<file path="config.mk">
export PLATFORM = sky130hd
export DESIGN_NAME = down_timer
export DESIGN_NICKNAME = d
export VERILOG_FILES = /design/src/rtl/timer_pkg.sv /design/src/rtl/timer_prescaler.sv /design/src/rtl/down_timer.sv
export SDC_FILE = /design/constraint.sdc
export NUM_CORES = 1
export LEC_CHECK = 0
export BUFFER_PORTS_ARGS = -buffer_cell sky130_fd_sc_hd__buf_4
export CAP_MARGIN = 20
export CORE_UTILIZATION = 45
export CTS_CLUSTER_DIAMETER = 200
export DETAILED_ROUTE_END_ITERATION = 8
export GPL_ROUTABILITY_DRIVEN = 0
export PLACE_DENSITY = 0.74
export SLEW_MARGIN = 40
export SYNTH_ARGS = -nofsm -noshare
export SYNTH_HDL_FRONTEND = slang
export SYNTH_SLANG_ARGS = --single-unit
</file>
<file path="constraint.sdc">
create_clock -name clk -period 1.4 [get_ports clk]
set_input_delay 0.07 -clock clk [delete_from_list [all_inputs] [get_ports clk]]
set_output_delay 0.07 -clock clk [all_outputs]
set_load 0.01 [all_outputs]
</file>
<file path="src/rtl/timer_pkg.sv">
// Shared types and constants for the down_timer block.
package timer_pkg;

   // Status FSM states: waiting for a load, counting down, terminal count reached.
   typedef enum logic [1:0] {
      IDLE = 2'd0,
      RUN  = 2'd1,
      DONE = 2'd2
   } state_t;

   localparam int TIMER_DEFAULT_N = 4;

endpackage

</file>
<file path="src/rtl/timer_prescaler.sv">
// Mod-PRESCALE enable divider: tick goes high on every PRESCALE-th cycle with adv=1.
// Used by down_timer only when TIMER_PRESCALE_EN is defined.
module timer_prescaler #(
   parameter int PRESCALE = 4
)(
   input  logic clk,
   input  logic reset,
   input  logic clr,
   input  logic adv,
   output logic tick
);

   localparam int W = (PRESCALE > 2) ? $clog2(PRESCALE) : 1;
   localparam logic [W-1:0] LAST = W'(PRESCALE - 1);
   localparam logic [W-1:0] INC  = W'(1);

   logic [W-1:0] cnt_reg;

   // tick marks the advancing cycle that completes a PRESCALE group.
   assign tick = adv && (cnt_reg == LAST);

   // Phase counter; wraps to zero on the tick so each decrement restarts the group.
   always_ff @(posedge clk) begin
      if (!reset || clr) begin
         cnt_reg <= '0;
      end else if (adv) begin
         cnt_reg <= tick ? '0 : cnt_reg + INC;
      end
   end

endmodule

</file>
<file path="src/rtl/down_timer.sv">
// Loadable down-counter / timer with terminal-count pulse and optional auto-reload.
// Optional feature macro: TIMER_PRESCALE_EN (decrement only every PRESCALE-th enabled cycle).
module down_timer
   import timer_pkg::*;
#(
   parameter int N = TIMER_DEFAULT_N
`ifdef TIMER_PRESCALE_EN
   ,parameter int PRESCALE = 4
`endif
)(
   input  logic         clk,
   input  logic         reset,
   input  logic         load,
   input  logic [N-1:0] load_val,
   input  logic         en,
   input  logic         auto_reload,
   output logic [N-1:0] count,
   output logic         tc,
   output logic         busy
);

   localparam logic [N-1:0] ONE = N'(1);

   state_t       state_reg, state_next;
   logic [N-1:0] count_reg, count_next;
   logic [N-1:0] reload_reg, reload_next;
   logic         tc_reg, tc_next;
   logic         busy_reg;
   logic         step;

`ifdef TIMER_PRESCALE_EN
   // Prescaler advances only on enabled RUN cycles that are not overridden by a load.
   timer_prescaler #(
      .PRESCALE (PRESCALE)
   ) u_prescaler (
      .clk   (clk),
      .reset (reset),
      .clr   (load),
      .adv   ((state_reg == RUN) && en && !load),
      .tick  (step)
   );
`else
   assign step = en;
`endif

   // Next-state and datapath decode; load wins over everything except reset.
   always_comb begin
      state_next  = state_reg;
      count_next  = count_reg;
      reload_next = reload_reg;
      tc_next     = 1'b0;
      if (load) begin
         reload_next = load_val;
         count_next  = load_val;
         if (load_val != '0) begin
            state_next = RUN;
         end else begin
            state_next = DONE;
            tc_next    = 1'b1;
         end
      end else begin
         case (state_reg)
            IDLE: begin
               count_next = '0;
            end
            RUN: begin
               if (step) begin
                  if (count_reg > ONE) begin
                     count_next = count_reg - ONE;
                  end else begin
                     // Terminal count; count==0 here is unreachable but must not wrap.
                     tc_next = (count_reg == ONE);
                     if (tc_next && auto_reload && (reload_reg != '0)) begin
                        count_next = reload_reg;
                     end else begin
                        count_next = '0;
                        state_next = DONE;
                     end
                  end
               end
            end
            DONE: begin
               count_next = '0;
            end
            default: begin
               count_next = '0;
               state_next = IDLE;
            end
         endcase
      end
   end

   // State and output registers; busy is decoded from the next state so it lines up with count.
   always_ff @(posedge clk) begin
      if (!reset) begin
         state_reg  <= IDLE;
         count_reg  <= '0;
         reload_reg <= '0;
         tc_reg     <= 1'b0;
         busy_reg   <= 1'b0;
      end else begin
         state_reg  <= state_next;
         count_reg  <= count_next;
         reload_reg <= reload_next;
         tc_reg     <= tc_next;
         busy_reg   <= (state_next == RUN);
      end
   end

   assign count = count_reg;
   assign tc    = tc_reg;
   assign busy  = busy_reg;

endmodule

</file>
After elaboration in Yosys (flattened, before gate mapping). Cells that the tools add are included. Widths: inputs -> output; s select.

Bits of input ports: 9. Register bits: 12. Output and inout bits: 6.

Mux-type cells: 16. Add/sub/neg operators: 1. Magnitude comparators: 1. Reduce and logical (&&, ||, !) cells: 6. Equality and inequality tests: 5.

Operators by type and width (count): $mux 4 (5); $mux 2 (5); $reduce_bool 4->1 (2); $mux 1 (5); $eq 2x1->1 const B (2); $eq 4x1->1 const B (1); $gt 4x1->1 const B (1); $pmux 2 s2 (1); $sub 4x1->4 const B (1); $ne 3x3->1 const B (1); $eq 2x2->1 const B (1); $logic_and 1x1->1 (2); $logic_not 2->1 (1); $reduce_or 2->1 (1).

Depth between registers and ports, before layout. Gate-level depths: netlist (run 1).

Depth in word-level cells: 9. Gate-level depth with buffers: 6. Gate-level depth less buffers: 6.

Worst setup path after synthesis (run 1). No wires, ideal clock.

Path type: register -> register. Start: register count_reg[1] (netlist: count[1]). End: register busy_reg (netlist: busy). Arrival time: 1.579 ns. Stages on the path, launching flop included: 7. Period minus slack after synthesis: 1.637 ns. Path slack: -0.237 ns. Path through: dfxtp_1 -> inv_1 -> ha_1 -> or2_1 -> and2_4 -> a311oi_2 -> o211a_1.

Cells in the longest elaborated chain, start to end: 9.

RTL lines: start: declaration (RTL line down_timer.sv:25) `logic [N-1:0] count_reg, count_next;`; start signal: assignment (RTL line down_timer.sv:103) `count_reg <= count_next;`; $eq 4x1->1 (RTL line down_timer.sv:72) `tc_next = (count_reg == ONE);`; $logic_and 1x1->1 (2 in series) (RTL line down_timer.sv:73) `if (tc_next && auto_reload && (reload_reg != '0)) begin`; $mux 2 (RTL line down_timer.sv:73); $mux 2 * (RTL line down_timer.sv:68) `if (count_reg > ONE) begin`; $mux 2 * (RTL line down_timer.sv:67) `if (step) begin`; $pmux 2 s2 * (RTL line down_timer.sv:62) `case (state_reg)`; $mux 2 * (RTL line down_timer.sv:52) `if (load) begin`; $eq 2x1->1 * (RTL line down_timer.sv:106) `busy_reg <= (state_next == RUN);`; end signal: assignment (RTL line down_timer.sv:106); end: declaration (RTL line down_timer.sv:28) `logic busy_reg;`.

Every way passes the cells marked *; elsewhere a longest branch is shown, timed or not. A chain may end at the register's enable or synchronous reset.

Final worst setup path (run 1).
Start: register count_reg[0] (netlist: count[0]). End: register state_reg[0].

Cells in the longest elaborated chain, start to end: 8.

RTL lines: $eq 4x1->1 (RTL line down_timer.sv:72); $logic_and 1x1->1 (2 in series) (RTL line down_timer.sv:73); $mux 2 (RTL line down_timer.sv:73); $mux 2 * (RTL line down_timer.sv:68); $mux 2 * (RTL line down_timer.sv:67); $pmux 2 s2 * (RTL line down_timer.sv:62); $mux 2 * (RTL line down_timer.sv:52); end signal: assignment (RTL line down_timer.sv:102) `state_reg <= state_next;`; end: declaration (RTL line down_timer.sv:24) `state_t state_reg, state_next;`.

Marks and branches as above.

==> impl_results.md, run 1 <==
* Worst-margin pin slew at 289.4 ps
* CTS buffer count at 3
* Post-Syn Nets at 85
* Tmin final at 1494 ps
* Max clock buf depth at 2
* Core Area at 1334 µm²
* Via density at 6.094
* Row cnt at 13
* Hpwl dp at 1.211 mm
* FF+latch area at 247.7 µm²
* Initial antenna violation count at 0
* R2R Setup Slk at -90 ps
* Total track usage at 24.25%
* Num ports at 15
* Htree depth at 1
* Final period util at 106.7%
* Seq cells post-synth at 12
* Number of fillers in the final layout at 103
* Vias in the first global route at 598
* # DRC at 0
* Design area at 955.9 µm²
* CP Max Fanout at 4
* First-pass GRT wire length at 2.525 mm
* Routed WL at 1.787 mm
* Maximum Capacitance Violations at 0
* End of the worst register-to-register path: state_reg[0]
* CTS sink cnt at 12
* Status: complete, but fails checks
* Fmax achieved at 669.5 MHz
* Syn. warnings at 0
* Pwr per Cell Area at 910.5 nW/µm²
* Area after DPL at 870.8 µm²
* Reg2reg start: count[0]
* Critical Path AT at 1720 ps
* NumNets Final at 114
* HP Class: in2reg
* Critical path's slowest cell: dfxtp_4
* Count of different cell masters after synthesis at 34
* Seq/Total Area, Yosys at 36.43%
* Hold path depth at 3
* Die height at 40.28 µm
* Worst path required time at 1620 ps
* Setup-failing EPs final at 6
* Crit. End Element: flop
* Slew headroom at 80.68%
* Netlist Area Pre-Place at 659.4 µm²
* Layout cells sized above 1 at 44.12%
* Peak supply drop at 0.0005845 V
* Placed cell count at 109
* Port buffer count at 14
* Final ANT Viol Nets at 0
* Setup ws final at -93.72 ps
* RSZ-0062 raised after global routing: yes
* Crit Path Category: reg2reg
* Final Hold Fails at 0
* CTS root buf: clkbuf_4
* Reg2Reg Depth at 6
* Gr ovfl total at 0
* Pins Over Slew Limit at 0
* Crit path largest cell delay at 400 ps
* Multi-input gate area at 419.2 µm²
* Hold EP: reload_reg[0]
* Starting density of the core at 49.44%
* DRT Pass-1 Iters at 4
* Violated checks: setup timing
* Largest net degree at the start of global routing at 14
* Die ar. at 1622 µm²
* Clock slew at reported path FFs at 80 ps
* Routed WL per cell at 15.27 µm
* Cells after Synth at 74
* Avg Inst Size Synth at 8.911 µm²
* Pleak at 0.4237 nW
* Vias at 713
* Family with the most delay on the worst path: compound AO/OA/AOI/OAI gates
* Total negative slack at -327.6 ps
* Clock Latency Late Sink at 270 ps
* Clk_skew at 0.5456 ps
* Min-delay src: load_val[0]
* Final std cells w/o fill at 117
* CTS tree: yes
* Cell count along the critical path at 6
* Startpoint type of the worst setup path: flop
* Cell Chain, Critical Path: inv_4 > ha_4 > or2_4 > and2_4 > a311oi_2 > o211a_1
* DR iter-0 viols at 18
* Layout area overhead at 44.97%
* Pre-CTS WS at -81.19 ps
* Worst path bufs/invs at 1
* Die X at 40.28 µm
* Total power at 0.8704 mW
* Inserted Diodes at 0
==> kinds of logic (layout without fill, tap and decap cells) <==
kind of cell | after synthesis | in the layout | synth area share, %
DFF | 12 | 12 | 36.43
adders and majority gates | 2 | 2 | 3.794
muxes | 3 | 3 | 4.554
buffers and inverters | 9 | 37 | 5.692
and+or+nand+nor | 27 | 27 | 25.24
AOI/OAI and AO/OA | 21 | 21 | 24.29
==> metal layers <==
layer / vias up / track usage [%] / wire length [µm] / part of all wire, %
li1: 338 / - / - / -
met1: 334 / 29.25 / 749 / 42
met2: 35 / 41.53 / 888 / 50
met3: 6 / 5.000 / 110 / 6.2
met4: 0 / 10.00 / 38 / 2.1
met5: - / 0 / 0 / 0
==> worst min-delay path: stages <==
cell and delay (ps):
buf_4 90, mux2i_1 60, nor2_1 80
==> cell type report <==
class / count / area share (%)
Clock buffer: 4 / 3.796
Inverter: 6 / 2.880
Multi-Input combinational cell: 53 / 43.85
Sequential cell: 12 / 25.92
Tap cell: 15 / 1.963
Timing Repair Buffer: 27 / 21.60
==> metrics by stage <==
stage / hold slack [ps] / util [%]
floorplan: 207.7 / -
global placement: 330.2 / 65.29
detailed placement: 318.3 / 65.29
CTS: 52.06 / 68.95
global route: 66.18 / 71.67
finish: 50.40 / 71.67
==> where the power goes <==
| part | internal [mW] | total [mW] | switching [mW] | leakage, nW |
|---|---|---|---|---|
| Combinational | 0.113 | 0.214 | 0.101 | 0.302 |
| Clock | 0.158 | 0.278 | 0.120 | 0.0210 |
| Sequential | 0.359 | 0.379 | 0.0195 | 0.100 |
==> cells in the final DEF, fill, tap and decap left out, types with 2 or more instances in the layout <==
cell	count
inv_1	4
nand2b_1	2
dfxtp_1	10
buf_4	26
o31ai_1	2
clkbuf_4	3
o211a_1	3
o21ai_1	2
ha_4	2
mux2i_1	3
a21oi_1	4
nand3_1	3
nand4_1	6
nand2_1	3
nor2_1	4
dfxtp_4	2
inv_4	2
==> Yosys cell counts <==
cell,number,share of area (%)
a21oi_1,5,3.8
a221oi_1,1,1.3
a22oi_1,1,1.1
a311oi_2,1,2.3
a31o_2,1,1.3
a31oi_1,1,0.95
a32oi_1,1,1.3
and2_4,1,1.3
and3_1,1,0.95
buf_1,1,0.57
buf_4,1,1.1
clkbuf_1,1,0.57
dfxtp_1,12,36
ha_1,2,3.8
inv_1,6,3.4
mux2i_1,3,4.6
nand2_1,3,1.7
nand2b_1,2,1.9
nand3_1,3,2.3
nand3b_1,1,1.1
nand4_1,6,5.7
nand4b_1,1,1.3
nor2_1,4,2.3
nor2_4,1,1.7
nor3b_2,1,1.9
nor4_1,1,0.95
o211a_1,3,4.6
o211ai_1,1,1.1
o21ai_0,2,1.5
o221ai_1,1,1.3
o2bb2ai_1,1,1.3
o31ai_1,2,2.3
or2_1,1,0.95
or4_1,1,1.1
==> repair_timing <==
item,in CTS,in global routing
pin swaps,0,9
gates resized for setup,3,4
buffers inserted,1,3
hold buffers,0,0
setup endpoints to repair,5,5
gates cloned,0,0
==> how the worst max path moves through the flow <==
stage               startpoint           end  slack, ps
floorplan             count[0]          busy        -30
global placement      count[0]          busy        -40
detailed placement    count[0]  state_reg[0]        -80
CTS                   count[0]  state_reg[0]        -90
global route          count[0]  state_reg[0]       -150
finish                count[0]  state_reg[0]        -90
Power figures use the tool's default switching activity.
==> run 2, diff against run 1 <==
Settings changed: SKIP_CTS_REPAIR_TIMING from default to 1.
==> run 2 against run 1 <==
Effect of this change:
- the flow still finishes with violations (setup timing)
- register-to-register slack worse by 20 ps
- sequential share of layout area is 0.59 points higher
- global-route usage grew 0.12 points
- clock-buffer cell count unchanged
- die area unchanged
- worst hold slack better by 2.4 ps
- core utilization down 1.6 points
- highest routed layer unchanged
==> impl_results.md, run 2 (synthesis results as in run 1) <==
* Reg2reg start: count[1] (was count[0])
* Peak supply drop at 0.0005810 V (was 0.0005845 V)
* Number of fillers in the final layout at 107 (was 103)
* FF+latch area at 247.7 µm² (unchanged)
* RSZ-0062 raised after global routing: yes (unchanged)
* Slew headroom at 80.92% (was 80.68%)
* Most common cell after layout, fill and taps aside: buf_4 (unchanged)
* Worst path bufs/invs at 1 (unchanged)
* CTS root buf: clkbuf_4 (unchanged)
* Critical Path AT at 1740 ps (was 1720 ps)
* Switching share of power at 27.30% (was 27.61%)
* Worst path required time at 1620 ps (about the same)
* Clock slew at reported path FFs at 70 ps (was 80 ps)
* Placed cell count at 109 (unchanged)
* Num ports at 15 (unchanged)
* CTS buffer count at 3 (unchanged)
* Largest net degree at the start of global routing at 14 (unchanged)
* Row cnt at 13 (unchanged)
* Int Power at 0.6235 mW (was 0.6300 mW)
* Crit path capture: state_reg[0] (unchanged)
* Pre-CTS WS at -81.19 ps (unchanged)
* Final std cells w/o fill at 115 (was 117)
* Vias in the first global route at 596 (was 598)
* First-pass GRT wire length at 2.546 mm (was 2.525 mm)
* CP Max Fanout at 4 (unchanged)
* Startpoint type of the worst setup path: flop (unchanged)
* Tmin final at 1517 ps (was 1494 ps)
* Die height at 40.28 µm (unchanged)
* Die ar. at 1622 µm² (unchanged)
* DRT Pass-1 Iters at 4 (unchanged)
* Crit Path Category: reg2reg (unchanged)
* Pleak at 0.4150 nW (was 0.4237 nW)
* Starting density of the core at 49.44% (unchanged)
* Critical path's slowest cell: dfxtp_4 (unchanged)
* Setup-failing EPs final at 6 (unchanged)
* Clock Latency Late Sink at 270 ps (about the same)
* Sw power at 0.2342 mW (was 0.2403 mW)
* Final Hold Fails at 0 (unchanged)
* Routed WL at 1.760 mm (was 1.787 mm)
* Reg power frac at 44.1% (was 43.5%)
* Gate power share at 23.7% (was 24.6%)
* Vias at 714 (was 713)
* Crit. End Element: flop (unchanged)
* Initial antenna violation count at 0 (unchanged)
* Final period util at 108.4% (was 106.7%)
* Gr ovfl total at 0 (unchanged)
* Pins Over Slew Limit at 0 (unchanged)
* HP Class: in2reg (unchanged)
* Clk_skew at 1.258 ps (was 0.5456 ps)
* DR iter-0 viols at 29 (was 18)
* Layout cells sized above 1 at 42.00% (was 44.12%)
* Setup crit start: count[1] (was count[0])
* Worst-margin pin slew at 283.5 ps (was 289.4 ps)
* Crit path largest cell delay at 360 ps (was 400 ps)
* Htree depth at 1 (unchanged)
* Clk network pwr share at 32.1% (was 31.9%)
* CTS tree: yes (unchanged)
* Via density at 6.209 (was 6.094)
* Cell Chain, Critical Path: inv_4 > ha_4 > or2_4 > and2_4 > a311oi_2 > o211a_1 (unchanged)
* Max clock buf depth at 2 (unchanged)
* Layout area overhead at 41.75% (was 44.97%)
* Status: complete, but fails checks (unchanged)
* Final core utilization at 70.08% (was 71.67%)
* Final ANT Viol Nets at 0 (unchanged)
* Design area at 934.6 µm² (was 955.9 µm²)
* Total negative slack at -261.9 ps (was -327.6 ps)
* Setup ws final at -117.2 ps (was -93.72 ps)
* Total track usage at 24.36% (was 24.25%)
* Multi-input gate area at 412.9 µm² (was 419.2 µm²)
* End of the worst register-to-register path: state_reg[0] (unchanged)
* Core Area at 1334 µm² (unchanged)
* CTS sink cnt at 12 (unchanged)
* Family with the most delay on the worst path: compound AO/OA/AOI/OAI gates (unchanged)
* Maximum Capacitance Violations at 0 (unchanged)
* Violated checks: setup timing (unchanged)
* Routed WL per cell at 15.30 µm (was 15.27 µm)
* Reg2Reg Depth at 6 (unchanged)
* Area after DPL at 870.8 µm² (unchanged)
* Cell count along the critical path at 6 (unchanged)
* # DRC at 0 (unchanged)
* Port buffer count at 14 (unchanged)
* Inserted Diodes at 0 (unchanged)
* Hpwl dp at 1.211 mm (unchanged)
* NumNets Final at 112 (was 114)
* Pwr per Cell Area at 917.6 nW/µm² (was 910.5 nW/µm²)
* Most frequent cells in the layout: buf_4, dfxtp_1, nand4_1 (unchanged)
* Die X at 40.28 µm (unchanged)
* R2R Setup Slk at -120 ps (was -90 ps)
* Fmax achieved at 659.1 MHz (was 669.5 MHz)
[run 2: worst min path at each step]
| stage | cells after the start | slack [ps] | to | start |
|---|---|---|---|---|
| 6_report | 3 | 50 | reload_reg[0] | load_val[0] |
| 5_1_grt | 3 | 70 | reload_reg[0] | load_val[0] |
| 4_1_cts | 3 | 50 | reload_reg[0] | load_val[0] |
| 3_5_place_dp | 3 | 320 | count[1] | load_val[1] |
| 3_3_place_gp | 3 | 330 | count[1] | load_val[1] |
| 2_1_floorplan | 2 | 210 | count[1] | load_val[1] |
[run 2: power groups by stage]
stage	Combinational (mW)	Clock (mW)	Sequential, mW
after floorplan	0.102	0	0.389
after global placement	0.180	0	0.384
after detailed placement	0.183	0	0.385
after CTS	0.185	0.283	0.377
after global routing	0.222	0.290	0.381
final	0.204	0.276	0.378
[run 2: worst reg2reg max path: cells and delay by family (launching register included)]
kind | cells | cell delay, ps
adders and majority gates | 1 | 150
AOI/OAI and AO/OA | 2 | 470
buffers and inverters | 1 | 50
and+or+nand+nor | 2 | 430
DFF | 1 | 360
[run 2: cell type report]
cell class	count	share of cell area [%]
multi-input combinational	53	44.18
tap	15	2.008
sequential	12	26.51
timing repair buffer	25	20.48
inverter	6	2.945
clock buffer	4	3.882
[run 2: per-layer routing]
layer / global-route usage [%] / part of all wire (%)
met1: 29.59 / 42
met2: 41.53 / 49
met3: 5.000 / 7.1
met4: 10.00 / 2.3
met5: 0 / 0
[run 2: through the flow]
step	hold WS, ps	total power, mW
final	52.79	0.8577
after global routing	66.18	0.8928
after CTS	52.06	0.8453
after detailed placement	318.3	0.5685
after global placement	330.2	0.5648
after floorplan	207.7	0.4908
